`src/rtl/kevin_scan_if.sv`:
```
// Host-side handshake bundle for the Kevin-number range scanner.
// The host drives start/abort/range; the controller returns status and results.
interface kevin_scan_if;
    logic       start;
    logic       abort;
    logic [3:0] lo;
    logic [3:0] hi;
    logic       busy;
    logic       done;
    logic [3:0] cur;
    logic       cur_match;
    logic [4:0] match_cnt;
    logic [3:0] first_hit;
    logic       hit_valid;

    modport master (
        output start, abort, lo, hi,
        input  busy, done, cur, cur_match, match_cnt, first_hit, hit_valid
    );

    modport slave (
        input  start, abort, lo, hi,
        output busy, done, cur, cur_match, match_cnt, first_hit, hit_valid
    );
endinterface

```
`src/rtl/kevin_scan_ctrl.sv`:
```
// Range-scan engine around the Kevin-number detector; start-to-done latency is N+1 cycles.
// No backpressure: start is ignored while scanning or done, abort only acts while scanning.
module kevin_scan_ctrl (
    input  logic         clk,
    input  logic         rst,
    kevin_scan_if.slave  bus
);
    typedef enum logic [1:0] {
        IDLE = 2'd0,
        SCAN = 2'd1,
        DONE = 2'd2
    } state_t;

    state_t     state;
    logic [3:0] hi_q;
    logic [3:0] cur_q;
    logic [4:0] cnt_q;
    logic [3:0] first_q;
    logic       hv_q;
    logic       busy_q;
    logic       done_q;
    logic       hit;

    function automatic logic is_kevin(input logic [3:0] v);
        case (v)
            4'd1, 4'd5, 4'd6, 4'd7, 4'd9, 4'd10, 4'd12, 4'd14: return 1'b1;
            default:                                          return 1'b0;
        endcase
    endfunction

    // Detector is purely combinational on the registered cursor.
    assign hit = busy_q & is_kevin(cur_q);

    always_ff @(posedge clk) begin
        if (rst) begin
            state   <= IDLE;
            hi_q    <= 4'd0;
            cur_q   <= 4'd0;
            cnt_q   <= 5'd0;
            first_q <= 4'd0;
            hv_q    <= 1'b0;
            busy_q  <= 1'b0;
            done_q  <= 1'b0;
        end else begin
            case (state)
                IDLE: begin
                    done_q <= 1'b0;
                    if (bus.start) begin
                        hi_q    <= bus.hi;
                        cur_q   <= bus.lo;
                        cnt_q   <= 5'd0;
                        first_q <= 4'd0;
                        hv_q    <= 1'b0;
                        busy_q  <= 1'b1;
                        state   <= SCAN;
                    end
                end
                SCAN: begin
                    if (bus.abort) begin
                        cur_q   <= 4'd0;
                        cnt_q   <= 5'd0;
                        first_q <= 4'd0;
                        hv_q    <= 1'b0;
                        busy_q  <= 1'b0;
                        state   <= IDLE;
                    end else begin
                        if (hit) begin
                            cnt_q <= cnt_q + 5'd1;
                            if (!hv_q) begin
                                first_q <= cur_q;
                                hv_q    <= 1'b1;
                            end
                        end
                        // Equality against the latched end value lets lo>hi wrap naturally.
                        if (cur_q == hi_q) begin
                            busy_q <= 1'b0;
                            done_q <= 1'b1;
                            state  <= DONE;
                        end else begin
                            cur_q <= cur_q + 4'd1;
                        end
                    end
                end
                DONE: begin
                    done_q <= 1'b0;
                    state  <= IDLE;
                end
                default: begin
                    busy_q <= 1'b0;
                    done_q <= 1'b0;
                    state  <= IDLE;
                end
            endcase
        end
    end

    assign bus.busy      = busy_q;
    assign bus.done      = done_q;
    assign bus.cur       = cur_q;
    assign bus.cur_match = hit;
    assign bus.match_cnt = cnt_q;
    assign bus.first_hit = first_q;
    assign bus.hit_valid = hv_q;
endmodule
```
`src/flat_wrapper.sv`:
```
// flat-port wrapper written by rule: the top's interface ports become plain ports
module kevin_scan_ctrl_flat 
  (clk, rst, bus_start, bus_abort, bus_lo, bus_hi, bus_busy, bus_done, bus_cur, bus_cur_match, bus_match_cnt, bus_first_hit, bus_hit_valid);
  kevin_scan_if bus_i ();
  input  logic clk;
  input  logic rst;
  input wire logic [$bits(bus_i.start)-1:0] bus_start;
  input wire logic [$bits(bus_i.abort)-1:0] bus_abort;
  input wire logic [$bits(bus_i.lo)-1:0] bus_lo;
  input wire logic [$bits(bus_i.hi)-1:0] bus_hi;
  output wire logic [$bits(bus_i.busy)-1:0] bus_busy;
  output wire logic [$bits(bus_i.done)-1:0] bus_done;
  output wire logic [$bits(bus_i.cur)-1:0] bus_cur;
  output wire logic [$bits(bus_i.cur_match)-1:0] bus_cur_match;
  output wire logic [$bits(bus_i.match_cnt)-1:0] bus_match_cnt;
  output wire logic [$bits(bus_i.first_hit)-1:0] bus_first_hit;
  output wire logic [$bits(bus_i.hit_valid)-1:0] bus_hit_valid;
  assign bus_i.start = bus_start;
  assign bus_i.abort = bus_abort;
  assign bus_i.lo = bus_lo;
  assign bus_i.hi = bus_hi;
  assign bus_busy = bus_i.busy;
  assign bus_done = bus_i.done;
  assign bus_cur = bus_i.cur;
  assign bus_cur_match = bus_i.cur_match;
  assign bus_match_cnt = bus_i.match_cnt;
  assign bus_first_hit = bus_i.first_hit;
  assign bus_hit_valid = bus_i.hit_valid;
  kevin_scan_ctrl u_core (.clk(clk), .rst(rst), .bus(bus_i));
endmodule
```
`config.mk`:
```
export PLATFORM = sky130hd
export DESIGN_NAME = kevin_scan_ctrl_flat
export DESIGN_NICKNAME = d
export VERILOG_FILES = /design/src/rtl/kevin_scan_if.sv /design/src/rtl/kevin_scan_ctrl.sv /design/src/flat_wrapper.sv
export SDC_FILE = /design/constraint.sdc
export NUM_CORES = 1
export LEC_CHECK = 0
export ABC_AREA = 1
export BUFFER_PORTS_ARGS = -buffer_cell sky130_fd_sc_hd__buf_2
export CAP_MARGIN = 20
export CORE_MARGIN = 5
export CORE_UTILIZATION = 52
export DETAILED_ROUTE_END_ITERATION = 16
export PLACE_DENSITY = 0.82
export SLEW_MARGIN = 20
export SYNTH_ARGS = -nofsm -noshare
export SYNTH_HDL_FRONTEND = slang
export SYNTH_SLANG_ARGS = --single-unit
```
`constraint.sdc`:
```
create_clock -name clk -period 1.45 [get_ports clk]
set_input_delay 0.0725 -clock clk [delete_from_list [all_inputs] [get_ports clk]]
set_output_delay 0.0725 -clock clk [all_outputs]
set_load 0.02 [all_outputs]
```
==> results by group, run 1 <==
Cells and area
  – Fillcell total: 179
  – Syn-to-layout area delta: 35.1%
  – Area of the multi-input gates: 672 um^2
  – # nets final: 227
  – Final core utilization: 0.733
  – Antenna fix cells: 0
  – Post-route non-filler standard cell count: 240
  – Final instance area: 1610 um^2
  – Layout cells sized above 1: 0.425
  – FF+latch area: 470 um^2

Timing
  – RSZ-0062 raised after global routing: true
  – Fmax: 701 MHz
  – Final min period: 1430 ps
  – Hold Vio Cnt, Final: 0
  – Tightest Pin Transition: 384 ps
  – Clk_skew: 13.5 ps
  – Slew headroom: 0.744
  – Max-slew violations: 0
  – Fin crit share: 0.984
  – Final setup viols: 0

Pwr
  – Clock share of power: 0.203
  – Register share of total power: 0.490
  – Internal power: 966 uW
  – Pwr/cell area: 896 nW/um^2
  – Pleak: 0.000796 uW
  – Max IR drop VDD: 782 uV
  – Net switching power: 473 uW
  – Sw Ratio: 0.328
  – Logic pwr share: 0.307

Clocking
  – Root Driver: clkbuf_4
  – Later-pin clock latency in the skew report: 310 ps
  – Clk sinks: 23
  – Hold-fix buffers, CTS: 0
  – Htree depth: 1
  – Clock tree buffer depth: 2
  – TritonCTS Buffers: 3
  – CTS tree: built
  – Clk slew on worst S/H paths: 130 ps

Global route
  – Largest net degree at the start of global routing: 13
  – Grt ovf: 0
  – First-pass GRT wire length: 4960 um
  – GRT Total Usage: 0.186
  – Number of global-route vias before repair: 1176
  – Antenna violations before repair: 0

Placed design
  – Gpl congestion: 0.885
  – Port Buf Inserts: 28
  – Placed insts: 229
  – DP HPWL: 2320 um
  – Post-Place Cell Area: 1460 um^2

Floorplan
  – Die X: 57.8 um
  – Initial Util: 0.543
  – Die Area: 3340 um^2
  – Core area: 2190 um^2
  – Die Y: 57.8 um
  – FP Rows: 17
  – Total I/O pin count: 29

Synth
  – Top cell type's share of synthesized area: 0.387
  – Synthesized area per cell: 7.34 um^2
  – YS warnings: 0
  – Area leader, netlist: dfxtp_1
  – Top post-synthesis cells by area: dfxtp_1, nand2_1, nand3_1
  – Number of distinct library cells after synthesis: 28
  – FF+latch count, synth: 23
  – Post-synthesis compound-gate area fraction: 0.154
  – Mapped Nets: 176
  – Main combinational cell family by area after synthesis: simple AND/OR/NAND/NOR gates
  – Post-Synthesis Cell Area: 1190 um^2
  – Simple logic cell fraction of the synthesized area: 0.331
  – Synth Area in XOR/XNOR: 0.0221
  – Sequential-to-total area share from yosys stat: 0.387
  – Syn Inst Count: 162
  – Post-Synth Adder-Cell Area: 0.0211
  – Fraction of synthesized area in multiplexers: 0

Critical path
  – Slowest CP cell: dfxtp_2
  – CP Launch Type: flop
  – Cell Chain, Critical Path: inv_2, nand2_4, nor2_8, buf_2, buf_4, buf_4, a21oi_2, clkinv_2, nand2_2, a21oi_1
  – Crit path DAT: 1630 ps
  – Critical path endpoint category: flop
  – Worst path required time: 1650 ps
  – Crit. Startpoint: u_core.state[1]
  – CP Buf/Inv Count: 5
  – CP max stage delay: 350 ps
  – Reg-to-reg startpoint: u_core.state[1]
  – Cell repeated most along the worst path: buf_4
  – Critical path class: reg -> reg
  – Crit path max-delay family: buffers and inverters
  – Crit-path max FO: 4

Hold path
  – Worst min path class: in -> reg
  – Hold Path Origin: bus_hi[3]

Route
  – Number of remaining DRC errors: 0
  – Post-route ant nets: 0
  – DR vias/cell: 5.05
  – Wirelength per Cell: 12.9 um
  – Via count: 1212
  – Initial drt markers: 40
  – Routed WL: 3100 um
  – First-pass DRT Iterations: 4

Run
  – MaxCap Viol Count: 0

Outcome
  – Run status: completed
cell type report:
cell class,count,share of cell area
timing repair buffer,49,0.196
inverter,22,0.0538
multi-input combinational,114,0.419
tap,28,0.0218
sequential,23,0.293
clock buffer,4,0.0164
final timing paths:
check | cells past startpoint | slack [ps] | to
worst max-delay path | 10 | 20 | u_core.bus.first_hit[3]
worst min-delay path | 3 | 50 | u_core.hi_q[3]
worst max register to register | 10 | 20 | u_core.bus.first_hit[3]
worst min register to register | 2 | 470 | u_core.bus.first_hit[0]
power by group through the flow:
| stage | Clock (uW) | Sequential (uW) | Combinational, uW |
|---|---|---|---|
| 3_5_place_dp | 0 | 718 | 383 |
| 4_1_cts | 304 | 705 | 400 |
| 5_1_grt | 337 | 711 | 482 |
| 6_report | 292 | 705 | 441 |
| 2_1_floorplan | 0 | 738 | 222 |
| 3_3_place_gp | 0 | 716 | 379 |
cell families (layout without fill, tap and decap cells):
family	Yosys count	after routing
AOI/OAI and AO/OA	30	30
xor gates and xnor gates	3	3
adders and majority gates	2	2
buffers and inverters	25	75
DFF	23	23
and+or+nand+nor	79	79
layout by cell type, fill, tap and decap left out, types with 3 or more instances in the layout:
| cell type | instances |
|---|---|
| o21ai_0 | 7 |
| nand3_1 | 15 |
| buf_2 | 29 |
| inv_2 | 4 |
| inv_1 | 16 |
| nand3_2 | 4 |
| clkbuf_4 | 3 |
| a21oi_2 | 4 |
| dfxtp_1 | 17 |
| nor2_1 | 5 |
| dfxtp_2 | 5 |
| nand2_1 | 39 |
| buf_4 | 17 |
| nand2_2 | 8 |
| a21oi_1 | 13 |
flip-flops by register name (all words and copies together) (netlist names), named ones only:
name                  flops
u_core.bus.cur            4
u_core.bus.busy           1
u_core.bus.done           1
u_core.bus.match_cnt      5
u_core.bus.first_hit      4
u_core.hi_q               4
u_core.state              2
u_core.bus.hit_valid      1
synth_stat cells:
library cell,number
inv_1,18
a21oi_2,2
nor2_2,2
nand3_2,2
nand3_1,17
inv_4,1
nand4_1,1
nor2_4,1
a21oi_1,15
nor2_1,5
xnor2_1,2
nand2_4,2
nand2_2,1
buf_4,1
o21ai_0,7
nand3_4,1
a22oi_1,3
nand2_1,46
o21ai_4,1
xor2_1,1
a21boi_0,1
ha_1,2
clkbuf_1,2
inv_2,2
nor2_8,1
clkinv_2,1
o21a_2,1
dfxtp_1,23
through the flow:
stage	setup slack [ps]	total power (uW)	hold WS (ps)	setup TNS, ps
after detailed placement	-24.0	1100	361	-36.2
after floorplan	8.14	960	135	0
after global routing	-112	1530	54.3	-518
final	23.9	1440	49.1	0
after CTS	7.07	1410	38.1	0
after global placement	19.6	1090	350	0
layer usage:
| layer | routed length, um | up-vias | global-route usage |
|---|---|---|---|
| li1 | - | 622 | - |
| met2 | 1580 | 42 | 0.323 |
| met1 | 1340 | 542 | 0.235 |
| met4 | 42 | 0 | 0.0596 |
| met3 | 142 | 6 | 0.0267 |
| met5 | 0 | - | 0 |
timing repair:
action / 4_1_cts / 5_1_grt
endpoints found under the hold margin: 0 / 0
resized for setup: 1 / 20
endpoints found under the setup margin: 5 / 14
buffers inserted: 3 / 4
pin swaps: 1 / 8
tightest hold or removal path, delay by kind of cell:
kind / cells / cell delay, ps
compound gates: 2 / 170
buf+inv: 1 / 70
(Power assumes the default switching activity.)
==> run 2: changes to the inputs <==
--- a/config.mk
+++ b/config.mk
@@ -6,7 +6,7 @@
 export NUM_CORES = 1
 export LEC_CHECK = 0
 export ABC_AREA = 1
-export BUFFER_PORTS_ARGS = -buffer_cell sky130_fd_sc_hd__buf_2
+export BUFFER_PORTS_ARGS = -buffer_cell sky130_fd_sc_hd__buf_4
 export CAP_MARGIN = 20
 export CORE_MARGIN = 5
 export CORE_UTILIZATION = 52
==> run 2 against run 1 <==
Effect of this change: the flow now finishes with violations (setup timing); clock skew fell by 7.7 ps; critical path depth fell by 1; final cell count rose by 1.7%; sequential share of layout area fell by 2.3 points; setup slack got worse by 36 ps; register-to-register slack got worse by 40 ps; sequential power rose by 0.7%; worst hold slack got worse by 24 ps; cell area rose by 9.6%; highest routed layer unchanged.
==> results by group, run 2 (synthesized netlist as in run 1, its figures left out) <==
Clocking
  – CTS tree: built
  – Hold-fix buffers, CTS: 0 (unchanged)
  – Clk slew on worst S/H paths: 130 ps (about the same)
  – Root Driver: clkbuf_4
  – Clock tree buffer depth: 2 (unchanged)
  – TritonCTS Buffers: 3 (unchanged)
  – Clk sinks: 23 (unchanged)
  – Later-pin clock latency in the skew report: 320 ps (about the same)
  – Htree depth: 1 (unchanged)

Hold path
  – Hold Path Origin: bus_hi[3]
  – Worst min path class: in -> reg

Route
  – Routed length on met3: 160 um (+13%)
  – Wire length on met2: 1830 um (+16%)
  – Wirelength per Cell: 14.5 um (+12%)
  – Routed WL: 3530 um (+14%)
  – Post-route ant nets: 0 (unchanged)
  – Initial drt markers: 73 (+83%)
  – DR vias/cell: 5.20 (+3.1%)
  – WL met1: 1460 um (+8.9%)
  – First-pass DRT Iterations: 4 (unchanged)
  – Via count: 1270 (+4.8%)
  – Number of remaining DRC errors: 0 (unchanged)
  – Highest Signal Layer: met4

Floorplan
  – Total I/O pin count: 29 (unchanged)
  – Core area: 2190 um^2 (unchanged)
  – Die Y: 57.8 um (unchanged)
  – Initial Util: 0.543 (unchanged)
  – FP Rows: 17 (unchanged)
  – Die X: 57.8 um (unchanged)
  – Die Area: 3340 um^2 (unchanged)

Timing
  – Hold Vio Cnt, Final: 0 (unchanged)
  – Final setup viols: 2 (+2)
  – Slew headroom: 0.732 (-0.0117)
  – Hold_ws: 24.7 ps (-24.4 ps)
  – Max-slew violations: 0 (unchanged)
  – Setup slack after layout: -11.9 ps (-35.8 ps)
  – Fin crit share: 1.01 (+0.0247)
  – Final min period: 1460 ps (+35.8 ps)
  – Tightest Pin Transition: 401 ps (+17.5 ps)
  – Fmax: 684 MHz (-2.4%)
  – RSZ-0062 raised after global routing: true
  – Clk_skew: 5.76 ps (-7.70 ps)

Global route
  – GRT Total Usage: 0.208 (+0.0219)
  – Grt ovf: 0 (unchanged)
  – Antenna violations before repair: 0 (unchanged)
  – First-pass GRT wire length: 5350 um (+7.9%)
  – Number of global-route vias before repair: 1215 (+3.3%)
  – Largest net degree at the start of global routing: 14 (+1)

Pwr
  – Pwr/cell area: 869 nW/um^2 (-3.1%)
  – Pleak: 0.000832 uW (+4.6%)
  – Max IR drop VDD: 789 uV (+0.88%)

Placed design
  – DP HPWL: 2330 um (+0.60%)
  – Port Buf Inserts: 28 (unchanged)
  – Gpl congestion: 0.888 (+0.28%)
  – Placed insts: 230 (+0.44%)

Cells and area
  – Syn-to-layout area delta: 48.0%
  – Fillcell total: 148 (-17%)
  – FF+latch area: 475 um^2 (+1.1%)
  – Final core utilization: 0.803 (+0.0702)
  – Commonest non-fill, non-tap cell in the layout: buf_4
  – Post-route non-filler standard cell count: 244 (+1.7%)
  – Layout cells sized above 1: 0.491 (+0.0662)
  – Antenna fix cells: 0 (unchanged)
  – # nets final: 231 (+1.8%)
  – Area of the multi-input gates: 729 um^2 (+8.6%)
  – Max reg flops: 5 (unchanged)
  – Most frequent cells in the layout: buf_4, nand2_1, inv_1, dfxtp_1, a21oi_1

Run
  – MaxCap Viol Count: 0 (unchanged)

Critical path
  – CP Launch Type: flop
  – Critical path endpoint category: flop
  – Critical path class: reg -> reg
  – Crit path DAT: 1690 ps (+60 ps)
  – Worst path required time: 1680 ps (+30 ps)
  – Reg-to-reg startpoint: u_core.state[1]
  – Crit. Startpoint: u_core.state[1]
  – Crit-path max FO: 8 (+4)

Outcome
  – Failing checks: setup timing
  – Run status: complete, but fails checks
[run 2: cell types whose count changed in the layout (fill, tap and decap cells not counted), moves of 2 or more]
cell	delta
buf_6	+2
buf_4	+31
nand3_1	-4
nand3_2	+4
dfxtp_1	-2
buf_2	-29
[run 2: cell type report]
cell class	count	area share
multi-input cells	115	0.415
flip-flops and latches	23	0.270
repair buffers	52	0.230
inverters	22	0.0491
well taps	28	0.0199
clock buffers	3	0.0128
clock inverters	1	0.00284
[run 2: final timing paths]
path	end	slack, ps	cells after the start
setup reg to reg	u_core.bus.match_cnt[4]	-10	9
hold reg to reg	u_core.bus.first_hit[2]	480	2
setup / recovery	u_core.bus.match_cnt[4]	-10	9
hold / removal	u_core.hi_q[3]	20	3
[run 2: what timing repair did]
action | 4_1_cts | 5_1_grt
pin swaps | 3 | 13
endpoints found under the setup margin | 10 | 12
cloned | 1 | 0
resized for setup | 6 | 32
buffers inserted | 5 | 4
hold endpoints to repair | 0 | 0
[run 2: worst max-delay path: stages, from the launching register on]
cell     delay (ps)
dfxtp_2         350
inv_2            80
nand2_4          90
nor2_8          190
inv_4            70
o21ai_4         180
buf_6           140
nor2_4           60
a22oi_2         150
nor2_1           60
[run 2: report_power, final]
group | internal (uW) | leakage [uW] | switching (uW)
sequential | 675 | 0.000191 | 35.5
combinational | 228 | 0.000623 | 282
clock | 103 | 0.0000177 | 204
[run 2: metal layers]
metal	global-route usage	vias to the layer above
met3	0.0245	9
met1	0.257	600
met4	0.0960	0
met5	0	-
li1	-	631
met2	0.356	30
[run 2: stage by stage]
step                      worst slack, ps  power, uW  instance area [um^2]  TNS [ps]
after floorplan                      8.14        960                  1190         0
after global placement               5.14       1120                  1540         0
after detailed placement            -46.2       1130                  1540     -72.9
after CTS                            2.18       1460                  1620         0
after global routing                 -104       1610                  1760      -738
final                               -11.9       1530                  1760     -12.9
==> run 3: changes to the inputs <==
--- a/config.mk
+++ b/config.mk
@@ -5,13 +5,16 @@
 export SDC_FILE = /design/constraint.sdc
 export NUM_CORES = 1
 export LEC_CHECK = 0
-export ABC_AREA = 1
 export BUFFER_PORTS_ARGS = -buffer_cell sky130_fd_sc_hd__buf_4
 export CAP_MARGIN = 20
+export CELL_PAD_IN_SITES_DETAIL_PLACEMENT = 1
+export CELL_PAD_IN_SITES_GLOBAL_PLACEMENT = 2
+export CORE_ASPECT_RATIO = 2
 export CORE_MARGIN = 5
-export CORE_UTILIZATION = 52
+export CORE_UTILIZATION = 31
 export DETAILED_ROUTE_END_ITERATION = 16
-export PLACE_DENSITY = 0.82
+export PLACE_DENSITY = 0.81
+export SKIP_CTS_REPAIR_TIMING = 1
 export SLEW_MARGIN = 20
 export SYNTH_ARGS = -nofsm -noshare
 export SYNTH_HDL_FRONTEND = slang
==> run 3 against run 2 <==
Effect of this change: the run still ends with setup timing left; die area up 59%; synthesized cell count down 21%; maximum frequency down 14%; non-clock buffer count up 7; synthesized area up 1.2%; register-to-register slack worse by 240 ps; sequential power about the same; count of clock-buffer cells in the layout unchanged; worst hold slack better by 9.1 ps; wire length up 17%; final cell count down 3.3%; via count down 4.7%.
==> results by group, run 3 <==
Outcome
  – Run status: complete, but fails checks
  – Failing checks: setup timing

Critical path
  – Critical path endpoint category: flop
  – Crit path DAT: 1870 ps (+180 ps)
  – Crit-path max FO: 5 (-3)
  – Worst path required time: 1620 ps (-60 ps)
  – Cell Chain, Critical Path: buf_4, nor2_1, o32ai_1, a41oi_4, o22a_1, a22oi_2, o22ai_2
  – CP Launch Type: flop
  – CP max stage delay: 400 ps (+50 ps)
  – R2R setup slack: -250 ps (-240 ps)
  – Critical path class: reg -> reg
  – Reg-to-reg startpoint: u_core.state[0]
  – R2R depth: 7 (-2)
  – Slowest CP cell: dfxtp_4

Timing
  – Max-slew violations: 0 (unchanged)
  – Final setup viols: 14 (+12)
  – Hold Vio Cnt, Final: 0 (unchanged)
  – RSZ-0062 raised after global routing: true
  – Tightest Pin Transition: 456 ps (+54.5 ps)
  – Setup slack after layout: -251 ps (-239 ps)
  – Fmax: 588 MHz (-14%)
  – Final min period: 1700 ps (+239 ps)
  – Slew headroom: 0.695 (-0.0370)
  – Clk_skew: 3.90 ps (-1.86 ps)
  – Fin crit share: 1.17 (+0.165)

Placed design
  – Post-Place Cell Area: 1640 um^2 (+6.4%)
  – Gpl congestion: 0.832 (-6.3%)
  – Port Buf Inserts: 28 (unchanged)
  – DP HPWL: 3140 um (+35%)
  – Pre-CTS setup slack: -326 ps (-280 ps)

Floorplan
  – Die Area: 5300 um^2 (+59%)
  – Initial Util: 0.316 (-0.226)
  – Total I/O pin count: 29 (unchanged)
  – FP Rows: 32 (+15)
  – Die Y: 98.1 um (+70%)
  – Die X: 54.0 um (-6.5%)
  – Core area: 3800 um^2 (+74%)

Route
  – Initial drt markers: 20 (-73%)
  – Number of remaining DRC errors: 0 (unchanged)
  – Wirelength per Cell: 17.4 um (+20%)
  – Routed WL: 4120 um (+17%)
  – First-pass DRT Iterations: 4 (unchanged)
  – Post-route ant nets: 0 (unchanged)
  – DR vias/cell: 5.13 (-1.5%)
  – Via count: 1210 (-4.7%)

Synth
  – Top cell type's share of synthesized area: 0.383 (-0.00443)
  – YS warnings: 0 (unchanged)
  – Cell with the most instances after synthesis: dfxtp_1
  – Post-Synthesis Cell Area: 1200 um^2 (+1.2%)
  – Main synth FF type: dfxtp_1
  – Commonest cells in the netlist: dfxtp_1, nor2_1, a21oi_1, a22oi_1, inv_1
  – Async S/R FF share, synth: 0 (unchanged)
  – Synthesized area per cell: 9.39 um^2 (+28%)
  – Area leader, netlist: dfxtp_1
  – Sequential-to-total area share from yosys stat: 0.383 (-0.00443)
  – Syn Inst Count: 128 (-21%)
  – Number of distinct library cells after synthesis: 45 (+61%)
  – FF+latch count, synth: 23 (unchanged)
  – Mapped Nets: 142 (-19%)
  – EDFF count, synth: 0 (unchanged)
  – Top post-synthesis cells by area: dfxtp_1, nor2_1, a21oi_1

Clocking
  – Clk sinks: 23 (unchanged)
  – Later-pin clock latency in the skew report: 280 ps (-40 ps)
  – Root Driver: clkbuf_8
  – TritonCTS Buffers: 3 (unchanged)
  – CTS tree: built
  – Htree depth: 1 (unchanged)
  – Clk slew on worst S/H paths: 90 ps (-40 ps)
  – Clock tree buffer depth: 2 (unchanged)

Cells and area
  – Syn-to-layout area delta: 59.1%
  – Layout cells sized above 1: 0.546 (+0.0552)
  – Most frequent cells in the layout: buf_4, nor2_1, dfxtp_1, a21oi_1, buf_6
  – Max reg flops: 5 (unchanged)
  – Commonest non-fill, non-tap cell in the layout: buf_4
  – Fillcell total: 438 (+200%)
  – # nets final: 200 (-13%)
  – Final core utilization: 0.503 (-0.300)
  – Final instance area: 1910 um^2 (+8.7%)
  – Antenna fix cells: 0 (unchanged)

Global route
  – Largest net degree at the start of global routing: 19 (+5)
  – Antenna violations before repair: 0 (unchanged)
  – Number of global-route vias before repair: 1287 (+5.9%)
  – Grt ovf: 0 (unchanged)
  – First-pass GRT wire length: 6070 um (+13%)
  – GRT Total Usage: 0.157 (-0.0506)

Run
  – MaxCap Viol Count: 0 (unchanged)

Pwr
  – Pwr/cell area: 886 nW/um^2 (+2.0%)
  – Clock share of power: 0.246 (+0.045)
  – Max IR drop VDD: 704 uV (-11%)
  – Logic pwr share: 0.337 (+0.003)
  – Sw Ratio: 0.316 (-0.0257)
  – Register share of total power: 0.417 (-0.048)
  – Tot Pwr: 1700 uW (+11%)
  – Pleak: 0.000798 uW (-4.0%)
  – Net switching power: 536 uW (+2.5%)
  – Internal power: 1160 uW (+15%)

Hold path
  – Hold Path Origin: bus_hi[1]
  – Hold EP: u_core.hi_q[1]
  – Worst min path class: in -> reg
  – Hold Path Depth: 3 (unchanged)
## run 3: power groups by stage
stage	registers, uW	logic (uW)	clock network (uW)
global route	710	609	449
global placement	707	427	0
floorplan	720	239	0
finish	707	571	417
detailed placement	709	441	0
CTS	694	443	425
## run 3: logic make-up after synthesis
| kind of cell | share of synthesized area |
|---|---|
| DFF | 0.383 |
| AOI/OAI and AO/OA | 0.250 |
| muxes | 0.0333 |
| buffers and inverters | 0.0562 |
| and+or+nand+nor | 0.219 |
| xor gates and xnor gates | 0.0291 |
| adders and majority gates | 0.0302 |
## run 3: area by class of cell
cell class | instances | area, um^2 | share of cell area
Tap cell | 51 | 63.8 | 0.0334
Multi-Input combinational cell | 94 | 835 | 0.436
Clock inverter | 1 | 5.00 | 0.00262
Sequential cell | 23 | 480 | 0.251
Clock buffer | 3 | 41.3 | 0.0216
Inverter | 5 | 18.8 | 0.00981
Timing Repair Buffer | 59 | 469 | 0.245
## run 3: critical path, delay by kind of cell (launching register included)
kind	cells	cell delay [ps]
AO/OA/AOI/OAI	5	980
flip-flops	1	400
buffers and inverters	1	150
AND/OR/NAND/NOR	1	60
## run 3: how the worst max path moves through the flow
stage                           start    to  cells past startpoint
floorplan             u_core.state[1]  flop                      8
global placement       u_core.hi_q[0]  flop                      6
detailed placement  u_core.bus.cur[1]  flop                      6
CTS                 u_core.bus.cur[1]  flop                      6
global route          u_core.state[0]  flop                      7
finish                u_core.state[0]  flop                      7
## run 3: routing by layer
layer / GRT usage / wire length, um / vias to the layer above
li1: - / - / 578
met1: 0.140 / 1310 / 599
met2: 0.301 / 2570 / 24
met3: 0.0229 / 131 / 9
met4: 0.0921 / 100 / 0
met5: 0 / 0 / -
## run 3: stage by stage
stage	hold WS, ps	TNS, ps	std cells
floorplan	220	-554	128
global placement	313	-2110	225
detailed placement	316	-3030	225
CTS	27.6	-3430	229
global route	66.0	-2540	236
finish	33.9	-1350	236
